--- config.mk ---
export PLATFORM = sky130hd
export DESIGN_NAME = relu_stream_ctrl
export DESIGN_NICKNAME = d
export VERILOG_FILES = /design/src/rtl/relu_stream_ctrl.sv
export SDC_FILE = /design/constraint.sdc
export NUM_CORES = 1
export LEC_CHECK = 0
export BUFFER_PORTS_ARGS = -buffer_cell sky130_fd_sc_hd__buf_2
export CAP_MARGIN = 5
export CORE_UTILIZATION = 48
export CTS_CLUSTER_SIZE = 24
export DETAILED_ROUTE_END_ITERATION = 10
export PLACE_DENSITY = 0.71
export REMOVE_ABC_BUFFERS = 1
export SKIP_CTS_REPAIR_TIMING = 1
export SLEW_MARGIN = 20
export SYNTH_ARGS = -nofsm -noshare
export SYNTH_HDL_FRONTEND = slang
export SYNTH_SLANG_ARGS = --single-unit
export TNS_END_PERCENT = 10
--- constraint.sdc ---
create_clock -name clk -period 8.6 [get_ports clk]
set_clock_uncertainty 0.05 [all_clocks]
set_input_delay 2.15 -clock clk [delete_from_list [all_inputs] [get_ports clk]]
set_output_delay 2.15 -clock clk [all_outputs]
set_load 0.01 [all_outputs]
--- src/rtl/relu_stream_ctrl.sv ---
// relu_stream_ctrl
// ----------------
// Job sequencer for the ReLU processing element. One job streams n words
// from a source SRAM through the PE input, and writes the PE output words
// to a destination SRAM. Both SRAMs are base-addressed. When the PE stops
// producing output during the drain phase, a watchdog aborts the job.
//
// Optional feature: define RELU_CTRL_PERF_EN to add the cycle_cnt output.
// cycle_cnt counts the busy cycles of the most recent job.
//
// Parameters
//   WORD_SIZE  data word width
//   ADDR_BITS  SRAM word-address width
//   TIMEOUT    consecutive idle drain cycles before abort (>= 1)
//
// Ports
//   clk, rst            clock (rising edge); asynchronous active-low reset
//   start               job request, sampled only while idle
//   n                   job length 0..2^ADDR_BITS, latched on accepted start
//   src_base, dst_base  first source / destination address, latched on start
//   busy, done, err     status: busy until done pulse, one-cycle done,
//                       sticky watchdog abort flag
//   src_addr, src_do    source SRAM port (1-cycle synchronous read)
//   pe_di_valid, pe_di  PE input (pe_di is src_do passed straight through)
//   pe_do_valid, pe_do  PE output
//   dst_wen, dst_addr,
//   dst_di              destination SRAM write port
//   cycle_cnt           [RELU_CTRL_PERF_EN only] busy-cycle counter
module relu_stream_ctrl #(
  parameter int WORD_SIZE = 16,
  parameter int ADDR_BITS = 10,
  parameter int TIMEOUT   = 255
) (
  input  logic                 clk,
  input  logic                 rst,
  input  logic                 start,
  input  logic [ADDR_BITS:0]   n,
  input  logic [ADDR_BITS-1:0] src_base,
  input  logic [ADDR_BITS-1:0] dst_base,
  output logic                 busy,
  output logic                 done,
  output logic                 err,
  output logic [ADDR_BITS-1:0] src_addr,
  input  logic [WORD_SIZE-1:0] src_do,
  output logic                 pe_di_valid,
  output logic [WORD_SIZE-1:0] pe_di,
  input  logic                 pe_do_valid,
  input  logic [WORD_SIZE-1:0] pe_do,
  output logic                 dst_wen,
  output logic [ADDR_BITS-1:0] dst_addr,
  output logic [WORD_SIZE-1:0] dst_di
`ifdef RELU_CTRL_PERF_EN
  ,
  output logic [31:0]          cycle_cnt
`endif
);

  localparam int WD_W = $clog2(TIMEOUT + 1);
  localparam logic [ADDR_BITS:0] CNT_ONE    = (ADDR_BITS+1)'(1);
  localparam logic [WD_W-1:0]    WD_ONE     = WD_W'(1);
  localparam logic [WD_W-1:0]    WD_LIMIT   = WD_W'(TIMEOUT);

  typedef enum logic [1:0] {IDLE, ISSUE, DRAIN, FIN} state_t;

  state_t               state_q, state_d;
  logic [ADDR_BITS:0]   n_q, n_d;
  logic [ADDR_BITS-1:0] src_base_q, src_base_d;
  logic [ADDR_BITS-1:0] dst_base_q, dst_base_d;
  logic [ADDR_BITS:0]   rd_cnt_q, rd_cnt_d;
  logic [ADDR_BITS:0]   wr_cnt_q, wr_cnt_d;
  logic [WD_W-1:0]      wd_q, wd_d;
  logic                 abort_q, abort_d;
  logic                 busy_q, busy_d;
  logic                 done_q, done_d;
  logic                 err_q, err_d;
  logic [ADDR_BITS-1:0] src_addr_q, src_addr_d;
  logic                 pe_di_valid_q, pe_di_valid_d;
  logic                 dst_wen_q, dst_wen_d;
  logic [ADDR_BITS-1:0] dst_addr_q, dst_addr_d;
  logic [WORD_SIZE-1:0] dst_di_q, dst_di_d;

  logic                 wr_accept;
  logic [ADDR_BITS:0]   rd_next;
  logic [WD_W-1:0]      wd_inc;

  // The SRAM read data is already registered, so the PE sees it directly.
  assign pe_di = src_do;

  always_comb begin
    state_d       = state_q;
    n_d           = n_q;
    src_base_d    = src_base_q;
    dst_base_d    = dst_base_q;
    rd_cnt_d      = rd_cnt_q;
    wr_cnt_d      = wr_cnt_q;
    wd_d          = wd_q;
    abort_d       = abort_q;
    busy_d        = busy_q;
    done_d        = 1'b0;
    err_d         = err_q;
    src_addr_d    = src_addr_q;
    dst_wen_d     = 1'b0;
    dst_addr_d    = dst_addr_q;
    dst_di_d      = dst_di_q;
    // The read data for an issued address arrives one cycle after the
    // address, so the valid signal is the ISSUE state delayed by one cycle.
    pe_di_valid_d = (state_q == ISSUE);
    rd_next       = rd_cnt_q + CNT_ONE;
    wd_inc        = wd_q + WD_ONE;

    // Write path. Output words that arrive outside an active job, or after
    // all n words are written, are dropped.
    wr_accept = ((state_q == ISSUE) || (state_q == DRAIN)) &&
                pe_do_valid && (wr_cnt_q != n_q);
    if (wr_accept) begin
      dst_wen_d  = 1'b1;
      dst_addr_d = dst_base_q + wr_cnt_q[ADDR_BITS-1:0];
      dst_di_d   = pe_do;
      wr_cnt_d   = wr_cnt_q + CNT_ONE;
    end

    case (state_q)
      IDLE: begin
        if (start) begin
          n_d        = n;
          src_base_d = src_base;
          dst_base_d = dst_base;
          rd_cnt_d   = '0;
          wr_cnt_d   = '0;
          wd_d       = '0;
          abort_d    = 1'b0;
          err_d      = 1'b0;
          busy_d     = 1'b1;
          if (n != '0) begin
            state_d    = ISSUE;
            src_addr_d = src_base;
          end else begin
            state_d = FIN;
          end
        end
      end

      ISSUE: begin
        if (rd_cnt_q == n_q - CNT_ONE) begin
          state_d = DRAIN;
        end else begin
          rd_cnt_d   = rd_next;
          src_addr_d = src_base_q + rd_next[ADDR_BITS-1:0];
        end
      end

      DRAIN: begin
        wd_d = pe_do_valid ? '0 : wd_inc;
        // Count the write happening this cycle, so FIN follows the last
        // write without an extra cycle.
        if (wr_cnt_d == n_q) begin
          state_d = FIN;
        end else if (!pe_do_valid && (wd_inc == WD_LIMIT)) begin
          state_d = FIN;
          abort_d = 1'b1;
        end
      end

      FIN: begin
        done_d  = 1'b1;
        busy_d  = 1'b0;
        // The abort flag becomes visible together with done.
        err_d   = err_q | abort_q;
        state_d = IDLE;
      end

      default: state_d = IDLE;
    endcase
  end

  always_ff @(posedge clk or negedge rst) begin
    if (!rst) begin
      state_q       <= IDLE;
      n_q           <= '0;
      src_base_q    <= '0;
      dst_base_q    <= '0;
      rd_cnt_q      <= '0;
      wr_cnt_q      <= '0;
      wd_q          <= '0;
      abort_q       <= 1'b0;
      busy_q        <= 1'b0;
      done_q        <= 1'b0;
      err_q         <= 1'b0;
      src_addr_q    <= '0;
      pe_di_valid_q <= 1'b0;
      dst_wen_q     <= 1'b0;
      dst_addr_q    <= '0;
      dst_di_q      <= '0;
    end else begin
      state_q       <= state_d;
      n_q           <= n_d;
      src_base_q    <= src_base_d;
      dst_base_q    <= dst_base_d;
      rd_cnt_q      <= rd_cnt_d;
      wr_cnt_q      <= wr_cnt_d;
      wd_q          <= wd_d;
      abort_q       <= abort_d;
      busy_q        <= busy_d;
      done_q        <= done_d;
      err_q         <= err_d;
      src_addr_q    <= src_addr_d;
      pe_di_valid_q <= pe_di_valid_d;
      dst_wen_q     <= dst_wen_d;
      dst_addr_q    <= dst_addr_d;
      dst_di_q      <= dst_di_d;
    end
  end

  assign busy        = busy_q;
  assign done        = done_q;
  assign err         = err_q;
  assign src_addr    = src_addr_q;
  assign pe_di_valid = pe_di_valid_q;
  assign dst_wen     = dst_wen_q;
  assign dst_addr    = dst_addr_q;
  assign dst_di      = dst_di_q;

`ifdef RELU_CTRL_PERF_EN
  logic [31:0] cycle_cnt_q, cycle_cnt_d;

  // Counts the cycles where busy is high. The count saturates and holds
  // its value after done, until the next job starts.
  always_comb begin
    cycle_cnt_d = cycle_cnt_q;
    if ((state_q == IDLE) && start) begin
      cycle_cnt_d = '0;
    end else if (busy_q && (cycle_cnt_q != '1)) begin
      cycle_cnt_d = cycle_cnt_q + 32'd1;
    end
  end

  always_ff @(posedge clk or negedge rst) begin
    if (!rst) begin
      cycle_cnt_q <= '0;
    end else begin
      cycle_cnt_q <= cycle_cnt_d;
    end
  end

  assign cycle_cnt = cycle_cnt_q;
`endif

endmodule

After elaboration in Yosys (flattened, before gate mapping)
Index checks and enable logic that the tools add are counted.
{"block": "op_classes", "add_sub_neg": 6, "eq_ne": 14, "muxes": 28, "bitwise_logic": 1, "reduce_logical": 17}
{"cell": "$mux 11", "n": 5}
{"cell": "$mux 10", "n": 3}
{"cell": "$add 11x1->11 const B", "n": 2}
{"cell": "$eq 11x11->1", "n": 2}
{"cell": "$pmux 11 s2", "n": 1}
{"cell": "$add 10x10->10", "n": 2}
{"cell": "$pmux 10 s2", "n": 1}
{"cell": "$mux 8", "n": 2}
{"cell": "$pmux 8 s2", "n": 1}
{"cell": "$ne 11x11->1", "n": 1}
{"cell": "$reduce_bool 11->1", "n": 1}
{"cell": "$sub 11x1->11 const B", "n": 1}
{"cell": "$mux 2", "n": 5}
{"cell": "$add 8x1->8 const B", "n": 1}
{"cell": "$eq 8x8->1 const B", "n": 1}
{"cell": "$ne 2x2->1 const B", "n": 4}
{"cell": "$pmux 2 s4", "n": 1}
{"cell": "$reduce_and 4->1", "n": 2}
{"cell": "$mux 1", "n": 6}
{"cell": "$pmux 1 s2", "n": 3}
{"cell": "$reduce_and 2->1", "n": 3}
{"cell": "$reduce_and 3->1", "n": 2}
{"cell": "$reduce_bool 2->1", "n": 3}
{"cell": "$eq 2x2->1 const B", "n": 2}
{"cell": "other kinds (8)", "n": 11}
{"block": "word_totals", "ff_bits": 105, "input_bits": 67, "out_inout_bits": 57}

Longest topological paths before layout
{"block": "depth", "depth_word": 8, "mapped_depth": 13, "depth_no_buf": 11}

Worst setup path after synthesis
Ideal clock, no wire load.
{"block": "synth_timing", "kind": "input to output", "from": "input port src_do[0]", "to": "output port pe_di[0]", "arrival_ps": 2269, "required_time_ps": 6400, "slack_ps": 4131, "stages": 1, "cell_sequence": "buf_4"}
{"item": "from (decl)", "line_no": "44", "source": "input logic [WORD_SIZE-1:0] src_do,"}
{"item": "to (decl)", "line_no": "46", "source": "output logic [WORD_SIZE-1:0] pe_di,"}
No word-level cell between the ends.

Worst setup path after layout
{"block": "layout_timing", "from": "input port pe_do_valid", "to": "register abort_q"}
{"block": "layout_between", "elab_chain_len": 6}
{"item": "from (decl)", "line_no": "47", "source": "input logic pe_do_valid,"}
{"item": "$logic_and 1x1->1", "line_no": "113", "source": "wr_accept = ((state_q == ISSUE) || (state_q == DRAIN)) &&"}
{"item": "$logic_and 1x1->1", "line_no": "114", "source": "pe_do_valid && (wr_cnt_q != n_q);"}
{"item": "$mux 11", "line_no": "115", "source": "if (wr_accept) begin"}
{"item": "$eq 11x11->1", "line_no": "156", "source": "if (wr_cnt_d == n_q) begin"}
{"item": "$ne 2x2->1 (no source line)"}
{"item": "$reduce_and 4->1 (no source line) (*)"}
{"item": "to (signal assigned)", "line_no": "202", "source": "abort_q <= abort_d;"}
{"item": "to (decl)", "line_no": "72", "source": "logic abort_q, abort_d;"}
Every way passes the cells marked *; elsewhere a longest branch is shown, timed or not.
A chain may end at the register's enable or synchronous reset.

==> impl_results.md <==
- Status: finished, final reports clean
- GRT Total Usage: 22.8%
- Routed Antenna Nets: 0
- Worst reg-to-reg path cell count: 9
- Synthesized area: slightly above 6000 sq um
- Initial antenna violation count: 0
- Clock Path Buffers: 2
- Final Hold Vio Count: 0
- Setup CP Type: input port to register
- Via-per-instance ratio: ~5.4
- Core ar.: about 13,000 sq um
- # rows: between 40 and 50
- Reg-to-reg critical path endpoint: abort_q
- DP Area: 6660 sq um
- Die ar.: 13,400 sq um
- Via Count: 5,014
- CP startpoint kind: input port
- Routed WL per cell: roughly 15 microns
- Largest net degree at the start of global routing: 77
- Commonest cells after routing, fill and taps aside: 171 x nand2_1, 105 x dfrtp_1, 90 x buf_2
- Fraction of layout cells with a size suffix above 1: 18.9%
- Pins Over Slew Limit: 0
- Register area share after synthesis: between 40% and 50%
- Sink Count: 105
- Hold Crit Class: register to register
- DRC Markers: 0
- Drt first pass iters: 4
- Critical path arrival: approximately 4.9 ns
- Fill count: roughly 1,200
- Synth Area per Inst: approximately 8.9 sq um
- CTS tree: done
- Power per cell area: between 150 and 200 nW/um^2
- Number of global-route vias before repair: ~5,200
- Slew headroom: about 30%
- First-pass GRT wire length: 23.9 mm
- Initial Util: 49.3%
- CP required: between 8 and 9 ns
- Num ports: between 100 and 150
- Fin crit period: 4.69 ns
- Slowest cell on the critical path: a31o_2
- DIE HEIGHT: between 100 and 150 microns
- DRT iter0 DRCs: 337
- Yosys cell types: between 60 and 70
- Last weighted congestion value of the routability-driven placer: 0.868
- Sum Neg Setup Slack: 0 ns
- Die Width: ~120 microns
- CP Max Fanout: 41
- # Max-Cap Violations: 0
- Final Cycle Share: 54.5%
- Cells after Synth: about 700
- R2r startpoint: n_q[2]
- Design area: around 7000 sq um
- Min-delay src: dst_di[0]
- RSZ-0062 raised after global routing: no
- Slowest stage delay, CP: ~0.63 ns
- Nets: 849
- Routed WL: roughly 14 mm
- Worst Hold End: dst_di[0]
- Hold Path Depth: 2
- Endpoints failing setup: 0
- Slew @ Worst Pin: about 1.0 ns
- Number of diodes: 0
- Async set-or-reset flop fraction in the synthesized netlist: between 90% and 100%
- IO buf count: 91
- Synth warn: 0
- Max VDD drop: about 0.00012 V
- Top Family by Delay on Critical Path: simple AND/OR/NAND/NOR gates
- Yosys reg bits: around 110
- Area growth syn-to-layout: 12.0%
- Top_reg_cell synth: dfrtp_1
- R2R setup slack: about 4.8 ns
- Post-synth EDFFs: 0
- CTS root buf: clkbuf_16
- Fmax: around 210 MHz
- Cts bufs inserted: 9
- Commonest non-fill, non-tap cell in the layout: nand2_1
- Buffers and inverters on the worst path: 2
- Crit end category: register
- Leakage: approximately 3.5 nW
- GRT overflow: 0
- Worst-skew pair later-pin latency: roughly 0.35 ns
- Fin Hold WS: 0.422 ns
- HPWL Detailed: roughly 10 mm
- Worst-path clk slew: 0.07 ns
- Critical-path cell list: buf_2, nand2_1, a31o_2, inv_1, and3_1, xnor2_1, or4_1, a31oi_1, a21oi_1
- CTS H-tree depth: 3
metal layers:
layer  global-route usage, %  routed length (microns)  vias to the layer above
li1                        -                        -                     2454
met1                    25.7                     5800                     2370
met2                    40.4                     7040                      159
met3                    6.17                      856                       31
met4                    9.91                      353                        0
met5                       0                        0                        -
synth_stat cells (3+ instances only):
cell      count  area (sq um)
nand4_1       5          31.3
o21ai_1       9          45.0
nor3_1       12          60.1
nand2_1     171           642
clkbuf_1     26          97.6
o41ai_1       3          26.3
mux2_2       18           203
buf_4        16           120
nand3_1      24           120
ha_1         27           338
mux2i_1       4          40.0
and4_1        3          26.3
nor2_1       29           109
xnor2_1      49           429
o21bai_1      5          37.5
dfrtp_1     105          2630
a21oi_1      19          95.1
nor4_1        8          50.1
a21o_1        8          60.1
buf_1         3          11.3
o31ai_1       3          22.5
a31oi_1       8          50.1
buf_2         4          20.0
inv_1        29           109
xor2_1       19           166
and3_1       10          62.6
o21ai_0      35           175
registers in the layout (all words and copies together), names as in the netlist, 2 cells and up:
name,cells
dst_addr,10
state_q,2
dst_base_q,10
src_addr,10
rd_cnt_q,11
src_base_q,10
dst_di,16
wr_cnt_q,11
n_q,11
wd_q,8
area by class of cell:
class	count	area, sq um	share of cell area, %
repair buffers	95	488	7.00
clock buffers	9	225	3.23
multi-input cells	513	3220	46.2
inverters	29	109	1.56
flip-flops and latches	105	2630	37.7
clock inverters	7	80.1	1.15
well taps	172	215	3.09
metrics by stage:
stage	std cells	power (mW)	utilization, %	setup WS, ns
2_1_floorplan	647	0.711	-	4.24
3_3_place_gp	914	0.783	52.8	3.61
3_5_place_dp	914	0.791	52.8	3.51
4_1_cts	930	1.22	55.2	3.90
5_1_grt	930	1.27	55.2	3.64
6_report	930	1.20	55.2	3.91
worst max path at each step:
stage           startpoint  endpoint  slack, ns  depth (start not counted)
4_1_cts        pe_do_valid   abort_q       3.90                          9
6_report       pe_do_valid   abort_q       3.91                          9
3_5_place_dp   pe_do_valid   abort_q       3.51                          9
2_1_floorplan  pe_do_valid   abort_q       4.24                          8
5_1_grt        pe_do_valid   abort_q       3.64                          9
3_3_place_gp   pe_do_valid   abort_q       3.61                          9
worst register-to-register path, stage by stage, from the launching register on:
cell and delay, ns:
dfrtp_1 0.53, xnor2_1 0.35, and4b_1 0.27, a31o_2 0.66, inv_1 0.59, and3_1 0.37
xnor2_1 0.15, or4_1 0.47, a31oi_1 0.17, a21oi_1 0.05
logic make-up after synthesis:
group                    after synthesis  share of synthesized area [%]
AO/OA/AOI/OAI                        107                           11.1
XOR/XNOR                              68                           9.58
flip-flops                           105                           42.3
buffers and inverters                 79                           5.94
adder cells (fa/ha/maj)               29                           6.08
AND/OR/NAND/NOR                      286                           21.0
multiplexers                          23                           4.08
report_power, final:
part,total [mW],switching [mW],internal [mW]
Clock,0.422,0.194,0.228
Sequential,0.572,0.0449,0.527
Combinational,0.209,0.115,0.0944
Total,1.20,0.353,0.849
(Power assumes the default switching activity.)
